**src/rtl/bit_index_sequencer.sv**
```systemverilog
// bit_index_sequencer
// Accepts 8-bit operand words over valid/ready and emits, one per cycle, the
// 3-bit index (7 - bit number) of every set bit, MSB first, for decoder_3to8.
// A sideband tag rides with each beat; the final beat of a word is flagged.
//
// Optional build macro: BIT_INDEX_SEQUENCER_ZERO_SKIP_EN
//   undefined : an all-zero word emits one beat with out_zero = 1
//   defined   : an all-zero word is consumed silently, out_zero tied to 0
module bit_index_sequencer #(
    parameter int TAG_W = 4
) (
    input  logic             clk,
    input  logic             reset,
    input  logic             in_val,
    output logic             in_rdy,
    input  logic [7:0]       in_word,
    input  logic [TAG_W-1:0] in_tag,
    output logic             out_val,
    input  logic             out_rdy,
    output logic [2:0]       out_idx,
    output logic             out_last,
    output logic             out_zero,
    output logic [TAG_W-1:0] out_tag,
    output logic             busy
);

    typedef enum logic {
        IDLE = 1'b0,
        EMIT = 1'b1
    } state_t;

    state_t           state;
    logic [7:0]       rem;      // bits of the held word not yet emitted
    logic [TAG_W-1:0] tag_q;
    logic             zero_q;   // held word is an all-zero word
    logic             run_q;    // low for the cycle(s) under reset, keeps in_rdy at 0

    logic [2:0]       hi_idx;
    logic             single;
    logic [7:0]       clr_mask;
    logic             take;
    logic             take_last;
    logic             accept;

    // Locate the highest set bit of rem and decode all handshake outputs.
    always_comb begin
        // NOTE: every variable gets a default before any conditional update so
        // no path leaves it unassigned and no latch is inferred.
        hi_idx = 3'd0;
        // Ascending scan: the last hit wins, i.e. the most significant set bit.
        for (int i = 0; i < 8; i++) begin
            if (rem[i]) begin
                hi_idx = 3'(7 - i);
            end
        end
        single   = (rem != 8'd0) && ((rem & (rem - 8'd1)) == 8'd0);
        clr_mask = 8'h80 >> hi_idx;

        busy     = (state == EMIT);
        out_val  = busy;
        out_idx  = busy ? hi_idx : 3'd0;
        out_last = busy && (single || zero_q);
`ifdef BIT_INDEX_SEQUENCER_ZERO_SKIP_EN
        out_zero = 1'b0;
`else
        out_zero = busy && zero_q;
`endif
        out_tag  = busy ? tag_q : '0;

        take      = out_val && out_rdy;
        take_last = take && out_last;
        // A new word may load on the same edge the final beat is taken.
        in_rdy    = ((state == IDLE) && run_q) || take_last;
        accept    = in_val && in_rdy;
    end

    // Sequencer state: retire beats, load accepted words, reset dominates.
    always_ff @(posedge clk) begin
        // NOTE: sequential state uses non-blocking assignments so every
        // register samples the pre-edge values regardless of statement order.
        if (reset) begin
            state  <= IDLE;
            rem    <= 8'd0;
            tag_q  <= '0;
            zero_q <= 1'b0;
            run_q  <= 1'b0;
        end else begin
            run_q <= 1'b1;

            if (take) begin
                rem <= rem & ~clr_mask;
                if (out_last) begin
                    state  <= IDLE;
                    zero_q <= 1'b0;
                end
            end

            // Later assignments override the retire step when a word loads.
            if (accept) begin
                if (in_word != 8'd0) begin
                    rem    <= in_word;
                    tag_q  <= in_tag;
                    zero_q <= 1'b0;
                    state  <= EMIT;
                end else begin
`ifdef BIT_INDEX_SEQUENCER_ZERO_SKIP_EN
                    // Zero word is dropped: no beat, nothing held.
                    state <= IDLE;
`else
                    // Zero word becomes a single flagged beat.
                    rem    <= 8'd0;
                    tag_q  <= in_tag;
                    zero_q <= 1'b1;
                    state  <= EMIT;
`endif
                end
            end
        end
    end

endmodule

```
**config.mk**
```make
export PLATFORM = sky130hd
export DESIGN_NAME = bit_index_sequencer
export DESIGN_NICKNAME = d
export VERILOG_FILES = /design/src/rtl/bit_index_sequencer.sv
export SDC_FILE = /design/constraint.sdc
export NUM_CORES = 1
export LEC_CHECK = 0
export CORE_ASPECT_RATIO = 0.75
export CORE_UTILIZATION = 49
export DETAILED_ROUTE_END_ITERATION = 10
export GPL_TIMING_DRIVEN = 0
export PLACE_DENSITY = 0.83
export REMOVE_ABC_BUFFERS = 1
export SLEW_MARGIN = 15
export SYNTH_ARGS = -nofsm -noshare
export SYNTH_HDL_FRONTEND = slang
export SYNTH_SLANG_ARGS = --single-unit
```
**constraint.sdc**
```tcl
create_clock -name clk -period 5.1 [get_ports clk]
set_input_delay 1.02 -clock clk [delete_from_list [all_inputs] [get_ports clk]]
set_output_delay 1.02 -clock clk [all_outputs]
set_load 0.02 [all_outputs]
```
---- Word level (Yosys, flattened, before mapping) ----
Cells that the tools add are included.
storage, ports and cells
  register bits ........................... 15
  bits in latches ......................... 0
  bits in writable memories ............... 0
  ROM bits ................................ 0
  bits of input ports ..................... 16
  output and inout bits ................... 12
  word-level logic and storage cells ...... 45
  memories ................................ 0
cells by class
  add/subtract/negate cells ............... 1
  multipliers ............................. 0
  divide/modulo/power cells ............... 0
  order comparisons ....................... 0
  equal/unequal tests ..................... 0
  shifts and indexed selects .............. 1
  multiplexer cells ....................... 19
  bitwise gates (word level) .............. 4
  reduce and logical (&&, ||, !) cells .... 15
operators by type and width
  cell                                              number
  2-to-1 mux 3 bit                                  9
  2-to-1 mux 8 bit                                  3
  AND 8 bit                                         2
  nonzero test 8 bit                                2
  zero test 8 bit                                   1
  NOT 8 bit                                         1
  right shift 8 x 3 -> 8 bit, first input constant  1
  subtractor 8 x 1 -> 8 bit, second input constant  1
  logical AND 1 bit                                 7
  2-to-1 mux 1 bit                                  6
  2-to-1 mux 4 bit                                  1
  nonzero test 2 bit                                2
  logical OR 1 bit                                  2
  AND reduction 2 bit                               1
  NOT 1 bit                                         1

---- Logic depth before layout (Yosys ltp) ----
Gate-level depths: netlist (run 1).
  depth after elaboration ................. 13
  depth in mapped cells ................... 7

---- Worst setup path after synthesis (run 1) ----
Ideal clock, no wire load.
  kind .................................... input-to-output
  from .................................... in out_rdy
  to ...................................... out in_rdy
  arrival time ............................ 1525 ps
  path slack .............................. 2555 ps
  stages .................................. 3
  buffers on the path ..................... 0
  path through ............................ nand2_1 a221oi_2 or2_2
on the way
  word-level cells in the longest chain between the ends .. 3
RTL lines
  element            line  source
  from (decl)        19    input logic out_rdy,
  logical AND 1 bit  70    take = out_val && out_rdy;
  logical AND 1 bit  71    take_last = take && out_last;
  logical OR 1 bit   73    in_rdy = ((state == IDLE) && run_q) || take_last;
  to (decl)          15    output logic in_rdy,
Every way passes these cells.

---- Final worst setup path (run 1) ----
Ends and elaborated chain as after synthesis.

==> metrics.md, run 1 <==
| Metric | Value |
|---|---|
| Status | `complete, but fails checks` |
| Violated checks | `design-rule violations` |
| Area of placed instances | `approximately 0.0012 mm²` |
| # setup viols final | `0` |
| Die Ht | `approximately 40 µm` |
| Pin count of the biggest net entering global routing | `23` |
| Grt ovf | `0` |
| CTS buffer count | `3` |
| Synth area leader | `dfxtp_1` |
| Tcrit/Tclk final | `0.728` |
| Max cap viols | `0` |
| Yosys cell types | `34` |
| First-pass GRT wire length | `between 3000 and 4000 µm` |
| Sw power | `between 0.0001 and 0.00015 W` |
| Critical Path AT | `2.69 ns` |
| Initial Util | `0.524` |
| RD Place Congestion | `approximately 0.83` |
| Hold Buf Count CTS | `0` |
| Yosys warnings | `0` |
| Share of layout cells above drive strength 1 | `0.0889` |
| Worst-path clk slew | `around 0.1 ns` |
| Sequential Area | `about 300 µm²` |
| DRT iter0 DRCs | `20` |
| Most common cell after layout, fill and taps aside | `clkdlybuf4s50_1` |
| Setup crit end kind | `output pin` |
| Mapped Area | `around 900 µm²` |
| Top cell by count, worst path | `clkdlybuf4s50_1` |
| Worst EP required | `approximately 4.1 ns` |
| # DRC | `1` |
| RSZ-0062 raised after global routing | `no` |
| P_int | `0.000212 W` |
| CTS tree | `done` |
| Leakage | `0.446 nW` |
| RR Endpoint | `rem[4]` |
| Clock Path Buffers | `2` |
| Final instance area | `about 0.0012 mm²` |
| CP max FO | `4` |
| Worst skew pair latency | `around 0.29 ns` |
| Combinational share of power | `0.333` |
| Die ar. | `slightly above 0.002 mm²` |
| Final min period | `~3.7 ns` |
| Post-CTS setup buffer count | `0` |
| Vias | `851` |
| Register bit total from synthesis | `15` |
| WL final | `just over 2000 µm` |
| Synth top area cells | `dfxtp_1 (33%), mux2i_1 (11%), nand2_1 (6.5%)` |
| Clock Sinks | `15` |
| Startpoint type of the worst setup path | `input port` |
| Synth top area share | `0.326` |
| GRT Util Overall | `0.220` |
| Final ANT Viol Nets | `0` |
| Row count | `13` |
| Area of the multi-input gates | `562 µm²` |
| CP Cell Sequence | `clkdlybuf4s50_1, nand2_1, a221oi_2, or2_2, clkdlybuf4s50_1` |
| Setup TNS | `0 ns` |
| Final hold violations | `0` |
| P&R area growth vs syn | `30.2%` |
| Clk root buf | `clkbuf_4` |
| Via/cell ratio | `approximately 5.4` |
| Initial antenna violation count | `0` |
| Sequential fraction of the synthesis area | `0.326` |
| Core Util, Final | `0.682` |
| FILL cells | `about 150` |
| H-tree level count | `1` |
| Relative max-transition margin | `0.599` |
| Hold path startpoint | `tag_q[3]` |
| Clk pwr share | `0.222` |
| Final net count | `between 150 and 200` |
| Hold depth | `2` |
| Worst-margin pin slew | `roughly 0.6 ns` |
| WL per Instance | `~13 µm` |
| Post-DP HPWL | `about 1500 µm` |
| Pre-Repair DR Iteration Count | `9` |
| R2r setup slk | `2.95 ns` |
| Worst Hold Class | `flip-flop to flip-flop` |
| IO Pins | `28` |
| CP peak stage delay | `about 0.59 ns` |
| Cell depth of the worst flop-to-flop path | `5` |
| Die X | `roughly 52 µm` |
| Number of global-route vias before repair | `716` |
| Mean Syn Cell Area | `8.30 µm²` |
| FF-to-FF Start | `rem[4]` |
| Fmax | `approximately 270 MHz` |
| # resized after CTS | `0` |
| Critical Path Slowest Stage Cell | `clkdlybuf4s50_1` |
| Max-slew violation count | `0` |
| Worst Hold Endpoint | `tag_q[3]` |
| Most frequent cells in the layout | `clkdlybuf4s50_1 (27), nand2_1 (16), dfxtp_1 (15)` |
| Setup Crit Path Kind | `input port to output pin` |
| Power per Cell Area | `approximately 270 mW/mm²` |
| Core area | `0.00176 mm²` |
| Seq pwr share | `0.445` |
| Port bufs | `27` |
| WHS | `0.459 ns` |
| Mapped Cells | `between 100 and 150` |
| Sw Ratio | `0.340` |
| VDD IR-drop max | `~0.16 mV` |
| Crit-path leading delay family | `buffers and inverters` |
| Worst-case clock skew | `between 0.01 and 0.015 ns` |
| Buf+Inv Stages, Crit Path | `2` |
| Ant. Diodes | `0` |
routing by layer:
| metal | track usage | vias up | wire [µm] | share of wire |
|---|---|---|---|---|
| met4 | 0.122 | 0 | 25 | 0.012 |
| li1 | - | 445 | - | - |
| met2 | 0.359 | 18 | 906 | 0.45 |
| met3 | 0.0349 | 4 | 53 | 0.026 |
| met5 | 0 | - | 0 | 0 |
| met1 | 0.278 | 384 | 1030 | 0.51 |
registers in the layout, indices dropped and copies added (netlist names):
register	count
zero_q	1
tag_q	4
rem	8
busy	1
run_q	1
worst max path at each step:
stage	to	start	slack (ns)	cells past startpoint
global placement	in_rdy	out_rdy	1.38	5
finish	in_rdy	out_rdy	1.39	5
detailed placement	in_rdy	out_rdy	1.39	5
global route	in_rdy	out_rdy	1.31	5
floorplan	out_idx[2]	busy	2.44	3
CTS	in_rdy	out_rdy	1.39	5
cell families after synthesis:
kind of cell    after synthesis  synth area share
mux                          13             0.145
compound gates               20             0.167
xor+xnor                      1           0.00951
buf+inv                      10            0.0639
simple gates                 52             0.288
flops                        15             0.326
tightest hold or removal path: cells and delay by family, from the launching register on:
family | cells | cell delay, ns
muxes | 1 | 0.05
DFF | 1 | 0.32
and+or+nand+nor | 1 | 0.05
final cells by class:
| type | instances | area share |
|---|---|---|
| Clock inverter | 1 | 0.00418 |
| Inverter | 3 | 0.00939 |
| Clock buffer | 3 | 0.0188 |
| Timing Repair Buffer | 27 | 0.225 |
| Sequential cell | 15 | 0.251 |
| Multi-Input combinational cell | 86 | 0.469 |
| Tap cell | 22 | 0.0230 |
power by group through the flow:
stage / logic [W] / registers, W / clock network [W]
detailed placement: 0.000107 / 0.000145 / 0
finish: 0.000107 / 0.000142 / 0.0000711
floorplan: 0.0000654 / 0.000144 / 0
global route: 0.000116 / 0.000145 / 0.0000785
CTS: 0.000107 / 0.000142 / 0.0000732
global placement: 0.000104 / 0.000144 / 0
synth_stat cells:
cell / count
nand2_1: 16
dfxtp_1: 15
mux2i_1: 10
nor2_1: 10
and2_1: 5
nand3_1: 5
nor2b_1: 5
o21ai_0: 5
clkbuf_1: 4
a21oi_1: 3
inv_1: 3
mux2_2: 3
a2111oi_0: 2
nand2b_1: 2
nor4_1: 2
o211ai_1: 2
o21a_1: 2
a2111o_1: 1
a221oi_2: 1
a22o_1: 1
a22oi_1: 1
and3_1: 1
buf_12: 1
buf_2: 1
buf_4: 1
nand3b_1: 1
nor3_1: 1
nor4_2: 1
o2111ai_1: 1
o21a_4: 1
or2_2: 1
or4_1: 1
or4b_2: 1
xor2_1: 1
through the flow:
stage	worst slack [ns]	std cells	power, W
finish	1.39	157	0.000320
global route	1.31	157	0.000339
CTS	1.39	157	0.000322
detailed placement	1.39	153	0.000251
global placement	1.38	153	0.000247
floorplan	2.44	104	0.000209
No activity file was read; power rests on OpenSTA's default activity.
==> run 2: changes to the inputs <==
--- a/config.mk
+++ b/config.mk
@@ -6,10 +6,10 @@
 export NUM_CORES = 1
 export LEC_CHECK = 0
 export CORE_ASPECT_RATIO = 0.75
-export CORE_UTILIZATION = 49
+export CORE_UTILIZATION = 45
 export DETAILED_ROUTE_END_ITERATION = 10
 export GPL_TIMING_DRIVEN = 0
-export PLACE_DENSITY = 0.83
+export PLACE_DENSITY = 0.77
 export REMOVE_ABC_BUFFERS = 1
 export SLEW_MARGIN = 15
 export SYNTH_ARGS = -nofsm -noshare
==> constraint.sdc (replaced) <==
create_clock -name clk -period 3.6 [get_ports clk]
set_input_delay 0.72 -clock clk [delete_from_list [all_inputs] [get_ports clk]]
set_output_delay 0.72 -clock clk [all_outputs]
set_load 0.02 [all_outputs]
==> run 2 against run 1 <==
  * The run now ends clean
  * First-iteration DRC count rose by 10%
  * Sequential power is 42% higher
  * Sequential share of layout area down 0.052 points
  * Routed wire length grew 7.1%
  * Combinational power up 43%
  * Critical path depth unchanged
  * Worst hold slack better by 0.0021 ns
  * Setup slack worse by 0.91 ns
  * Count of clock-buffer cells in the layout did not move
  * Cell count unchanged
  * Critical path type is now flip-flop to output pin
==> metrics.md, run 2 (synthesis gave the netlist of run 1 again) <==
| Metric | Value |
|---|---|
| Grt ovf | `0` |
| Combinational share of power | `0.334` |
| Fmax | `~320 MHz` |
| Biggest register | `rem` |
| # DRC | `0` |
| Max-slew violation count | `0` |
| WL final | `between 2000 and 2500 µm` |
| CTS buffer count | `3` |
| Setup crit end kind | `output pin` |
| CP Cell Sequence | `nor4_2, a2111o_1, a221oi_2, or2_2, clkdlybuf4s50_1` |
| WL per Instance | `approximately 14 µm` |
| # setup viols final | `0` |
| # resized after CTS | `0` |
| Post-DP HPWL | `about 1600 µm` |
| Final WS setup | `between 0.4 and 0.5 ns` |
| Power per Cell Area | `381 mW/mm²` |
| Worst EP required | `~2.9 ns` |
| Status | `complete, no violations` |
| Buf+Inv Stages, Crit Path | `1` |
| Number of global-route vias before repair | `between 700 and 800` |
| Pre-CTS WS | `between 0.4 and 0.5 ns` |
| Final net count | `between 150 and 200` |
| Die ar. | `roughly 0.0022 mm²` |
| Setup TNS | `0 ns` |
| Tcrit/Tclk final | `0.866` |
| Clock Path Buffers | `2` |
| Via/cell ratio | `~5.6` |
| Design Power | `0.000458 W` |
| Hold Buf Count CTS | `0` |
| Top flop regs | `rem (8), tag_q (4)` |
| Final ANT Viol Nets | `0` |
| H-tree level count | `1` |
| Pin count of the biggest net entering global routing | `23` |
| DRT iter0 DRCs | `22` |
| Final hold violations | `0` |
| Worst Hold Class | `flip-flop to flip-flop` |
| Critical Path AT | `roughly 2.4 ns` |
| Vias | `881` |
| Leakage | `roughly 0.44 nW` |
| IO Pins | `28` |
| Sw Ratio | `0.343` |
| Worst-case clock skew | `roughly 0.01 ns` |
| Seq pwr share | `0.441` |
| Clk root buf | `clkbuf_4` |
| First-pass GRT wire length | `about 3500 µm` |
| Critical Path Slowest Stage Cell | `clkdlybuf4s50_1` |
| Number of flip-flops in the largest register | `8` |
| Relative max-transition margin | `0.590` |
| Pre-Repair DR Iteration Count | `4` |
| Worst-margin pin slew | `around 0.61 ns` |
| Core area | `roughly 0.0018 mm²` |
| Clk pwr share | `0.224` |
| Post-CTS setup buffer count | `0` |
| GRT Util Overall | `0.236` |
| Worst skew pair latency | `around 0.30 ns` |
| Most frequent cells in the layout | `clkdlybuf4s50_1 (27), nand2_1 (16), dfxtp_1 (15)` |
| CTS tree | `done` |
| Initial Util | `0.505` |
| RSZ-0062 raised after global routing | `no` |
| Clock Sinks | `15` |
| Sw power | `between 0.00015 and 0.0002 W` |
| Initial antenna violation count | `0` |
| Setup Crit Path Kind | `flip-flop to output pin` |
| Crit-path leading delay family | `compound AO/OA/AOI/OAI gates` |
| VDD IR-drop max | `around 0.33 mV` |
| Share of layout cells above drive strength 1 | `0.0889` |
| Worst-path clk slew | `0.10 ns` |
| P_int | `0.000301 W` |
| Final min period | `slightly above 3 ns` |
| Die Ht | `approximately 40 µm` |
| Port bufs | `27` |
| Ant. Diodes | `0` |
| Non-filler cells in the finished layout | `157` |
| Die X | `about 54 µm` |
| WHS | `approximately 0.46 ns` |
| CP peak stage delay | `~0.58 ns` |
| Startpoint type of the worst setup path | `flip-flop` |
| P&R area growth vs syn | `30.4%` |
| Most common cell after layout, fill and taps aside | `clkdlybuf4s50_1` |
| RD Place Congestion | `a little over 0.8` |
| Max cap viols | `0` |
| CP max FO | `6` |
| DP Cell Count | `153` |
| Row count | `13` |
## run 2: cell types whose count changed in the layout (fill, tap and decap cells not counted)
| cell | previous run | this run |
|---|---|---|
| clkinv_2 | 1 | 0 |
| clkinvlp_4 | 0 | 1 |
## run 2: worst reg2reg max path: stages, from the launching register on
cell      delay (ns)
dfxtp_1         0.46
nor4_2          0.11
a2111o_1        0.45
a221oi_2        0.34
o21a_4          0.32
mux2_2          0.38
## run 2: worst paths after layout
kind | start | end | slack, ns | cells past startpoint
max | rem[2] | in_rdy | 0.48 | 5
min | tag_q[0] | tag_q[0] | 0.46 | 2
max reg2reg | rem[2] | rem[6] | 1.44 | 5
min reg2reg | tag_q[0] | tag_q[0] | 0.46 | 2
## run 2: per-layer routing
layer	up-vias	track usage	share of wire
li1	443	-	-
met1	404	0.305	0.47
met2	29	0.372	0.46
met3	5	0.0778	0.056
met4	0	0.0769	0.012
met5	-	0	0
## run 2: cell type report
cell class	count	area, µm²
Clock buffer	3	22.5
Sequential cell	15	300
Timing Repair Buffer	27	270
Fill cell	162	621
Multi-Input combinational cell	86	562
Tap cell	22	27.5
Clock inverter	1	7.51
Inverter	3	11.3
## run 2: power by group through the flow
stage | combinational (W) | clock [W] | sequential (W)
4_1_cts | 0.000153 | 0.000107 | 0.000202
2_1_floorplan | 0.0000926 | 0 | 0.000203
5_1_grt | 0.000167 | 0.000116 | 0.000205
3_5_place_dp | 0.000152 | 0 | 0.000206
6_report | 0.000153 | 0.000103 | 0.000202
3_3_place_gp | 0.000148 | 0 | 0.000204
## run 2: metrics by stage
step	util	instance area, µm²
4_1_cts	0.659	1200
6_report	0.659	1200
5_1_grt	0.659	1200
3_3_place_gp	0.643	1170
3_5_place_dp	0.643	1170
2_1_floorplan	-	873
==> run 3: changes to the inputs <==
--- a/config.mk
+++ b/config.mk
@@ -8,10 +8,9 @@
 export CORE_ASPECT_RATIO = 0.75
 export CORE_UTILIZATION = 45
 export DETAILED_ROUTE_END_ITERATION = 10
-export GPL_TIMING_DRIVEN = 0
 export PLACE_DENSITY = 0.77
 export REMOVE_ABC_BUFFERS = 1
-export SLEW_MARGIN = 15
+export SLEW_MARGIN = 20
 export SYNTH_ARGS = -nofsm -noshare
 export SYNTH_HDL_FRONTEND = slang
 export SYNTH_SLANG_ARGS = --single-unit
==> run 3 against run 2 <==
  * Cell area decreased by 0.21%
  * Count of clock-buffer cells in the layout unchanged
  * Non-clock buffer count unchanged
  * First-iteration DRC count increased by 9.1%
  * Critical path depth unchanged
  * Cell count unchanged
  * Fmax increased by 0.50%
  * Via count decreased by 4.0%
  * Register-to-register slack improved by 0.02 ns
  * Largest power group unchanged
==> metrics.md, run 3 (synthesis gave the netlist of run 1 again) <==
| Metric | Value |
|---|---|
| Non-filler cells in the finished layout | `157` |
| Max cap viols | `0` |
| Grt ovf | `0` |
| Number of flip-flops in the largest register | `8` |
| Final instance area | `between 0.001 and 0.0015 mm²` |
| # DRC | `0` |
| Worst-case clock skew | `about 0.0034 ns` |
| Clock Sinks | `15` |
| Status | `complete, no violations` |
| Biggest register | `rem` |
| Leakage | `approximately 0.45 nW` |
| Die Ht | `slightly above 40 µm` |
| Pin count of the biggest net entering global routing | `23` |
| # resized after CTS | `0` |
| VDD IR-drop max | `roughly 0.27 mV` |
| DP Cell Count | `around 150` |
| DRT iter0 DRCs | `24` |
| Worst EP required | `roughly 2.9 ns` |
| Met1 WL | `about 1100 µm` |
| Clock Path Buffers | `2` |
| WL per Instance | `~13 µm` |
| Die X | `around 54 µm` |
| Most common cell after layout, fill and taps aside | `clkdlybuf4s50_1` |
| Setup TNS | `0 ns` |
| Power per Cell Area | `around 380 mW/mm²` |
| Die ar. | `0.00223 mm²` |
| Top Layer Used | `met4` |
| Row count | `13` |
| # setup viols final | `0` |
| Pre-Repair DR Iteration Count | `4` |
| Design Power | `~0.00046 W` |
| Startpoint type of the worst setup path | `flip-flop` |
| Clk root buf | `clkbuf_4` |
| Setup Crit Path Kind | `flip-flop to output pin` |
| Number of global-route vias before repair | `700` |
| CP max FO | `10` |
| P&R area growth vs syn | `30.2%` |
| CTS tree | `done` |
| IO Pins | `28` |
| DR WL met2 | `approximately 860 µm` |
| Worst-margin pin slew | `between 0.6 and 0.7 ns` |
| Hold Buf Count CTS | `0` |
| WHS | `between 0.4 and 0.5 ns` |
| Relative max-transition margin | `0.586` |
| Met3 routed WL | `108 µm` |
| Final ANT Viol Nets | `0` |
| Top flop regs | `rem (8), tag_q (4)` |
| Tcrit/Tclk final | `0.862` |
| RSZ-0062 raised after global routing | `no` |
| Max-slew violation count | `0` |
| Area of placed instances | `roughly 0.0012 mm²` |
| Share of layout cells above drive strength 1 | `0.0889` |
| Most frequent cells in the layout | `clkdlybuf4s50_1 (27), nand2_1 (16), dfxtp_1 (15)` |
| RD Place Congestion | `just over 0.8` |
| Fmax | `roughly 320 MHz` |
| Initial Util | `0.505` |
| Port bufs | `27` |
| Post-CTS setup buffer count | `0` |
| Post-DP HPWL | `between 1500 and 2000 µm` |
| Worst skew pair latency | `approximately 0.29 ns` |
| CTS buffer count | `3` |
| H-tree level count | `1` |
| Vias | `846` |
| Initial antenna violation count | `0` |
| Via/cell ratio | `5.39` |
| WL final | `~2100 µm` |
| Final hold violations | `0` |
| Worst Hold Class | `flip-flop to flip-flop` |
| Final min period | `a little over 3 ns` |
| GRT Util Overall | `0.211` |
| Critical Path AT | `between 2 and 2.5 ns` |
| Worst-path clk slew | `0.09 ns` |
| First-pass GRT wire length | `3150 µm` |
| Setup crit end kind | `output pin` |
| Core area | `about 0.0018 mm²` |
| Ant. Diodes | `0` |
| Final net count | `~150` |
## run 3: final timing paths
path,startpoint,endpoint,slack [ns],cells after the start
max,rem[4],in_rdy,0.50,5
min,tag_q[3],tag_q[3],0.46,2
max reg2reg,rem[4],rem[6],1.46,5
min reg2reg,tag_q[3],tag_q[3],0.46,2
## run 3: layout make-up
class | instances | area [µm²]
fillers | 161 | 623
multi-input cells | 86 | 562
flip-flops and latches | 15 | 300
repair buffers | 27 | 270
well taps | 22 | 27.5
clock buffers | 3 | 22.5
inverters | 3 | 11.3
clock inverters | 1 | 5.00
## run 3: worst max-delay path, stage by stage, from the launching register on
cell	delay, ns
dfxtp_1	0.52
inv_1	0.10
a2111o_1	0.40
a221oi_2	0.33
or2_2	0.16
clkdlybuf4s50_1	0.59
## run 3: power breakdown
group          leakage, nW  internal, W  switching, W
logic                0.305    0.0000783     0.0000734
registers            0.123     0.000180     0.0000221
clock network       0.0177    0.0000413     0.0000601
total                0.446     0.000300      0.000156
## run 3: stage by stage
step	worst slack (ns)	utilization
4_1_cts	0.499	0.658
3_5_place_dp	0.528	0.643
5_1_grt	0.388	0.658
2_1_floorplan	1.24	-
3_3_place_gp	0.558	0.643
6_report	0.497	0.658
## run 3: metal layers
layer	vias to the layer above	track usage
li1	440	-
met1	383	0.273
met2	21	0.323
met3	2	0.0815
met4	0	0.0641
met5	-	0
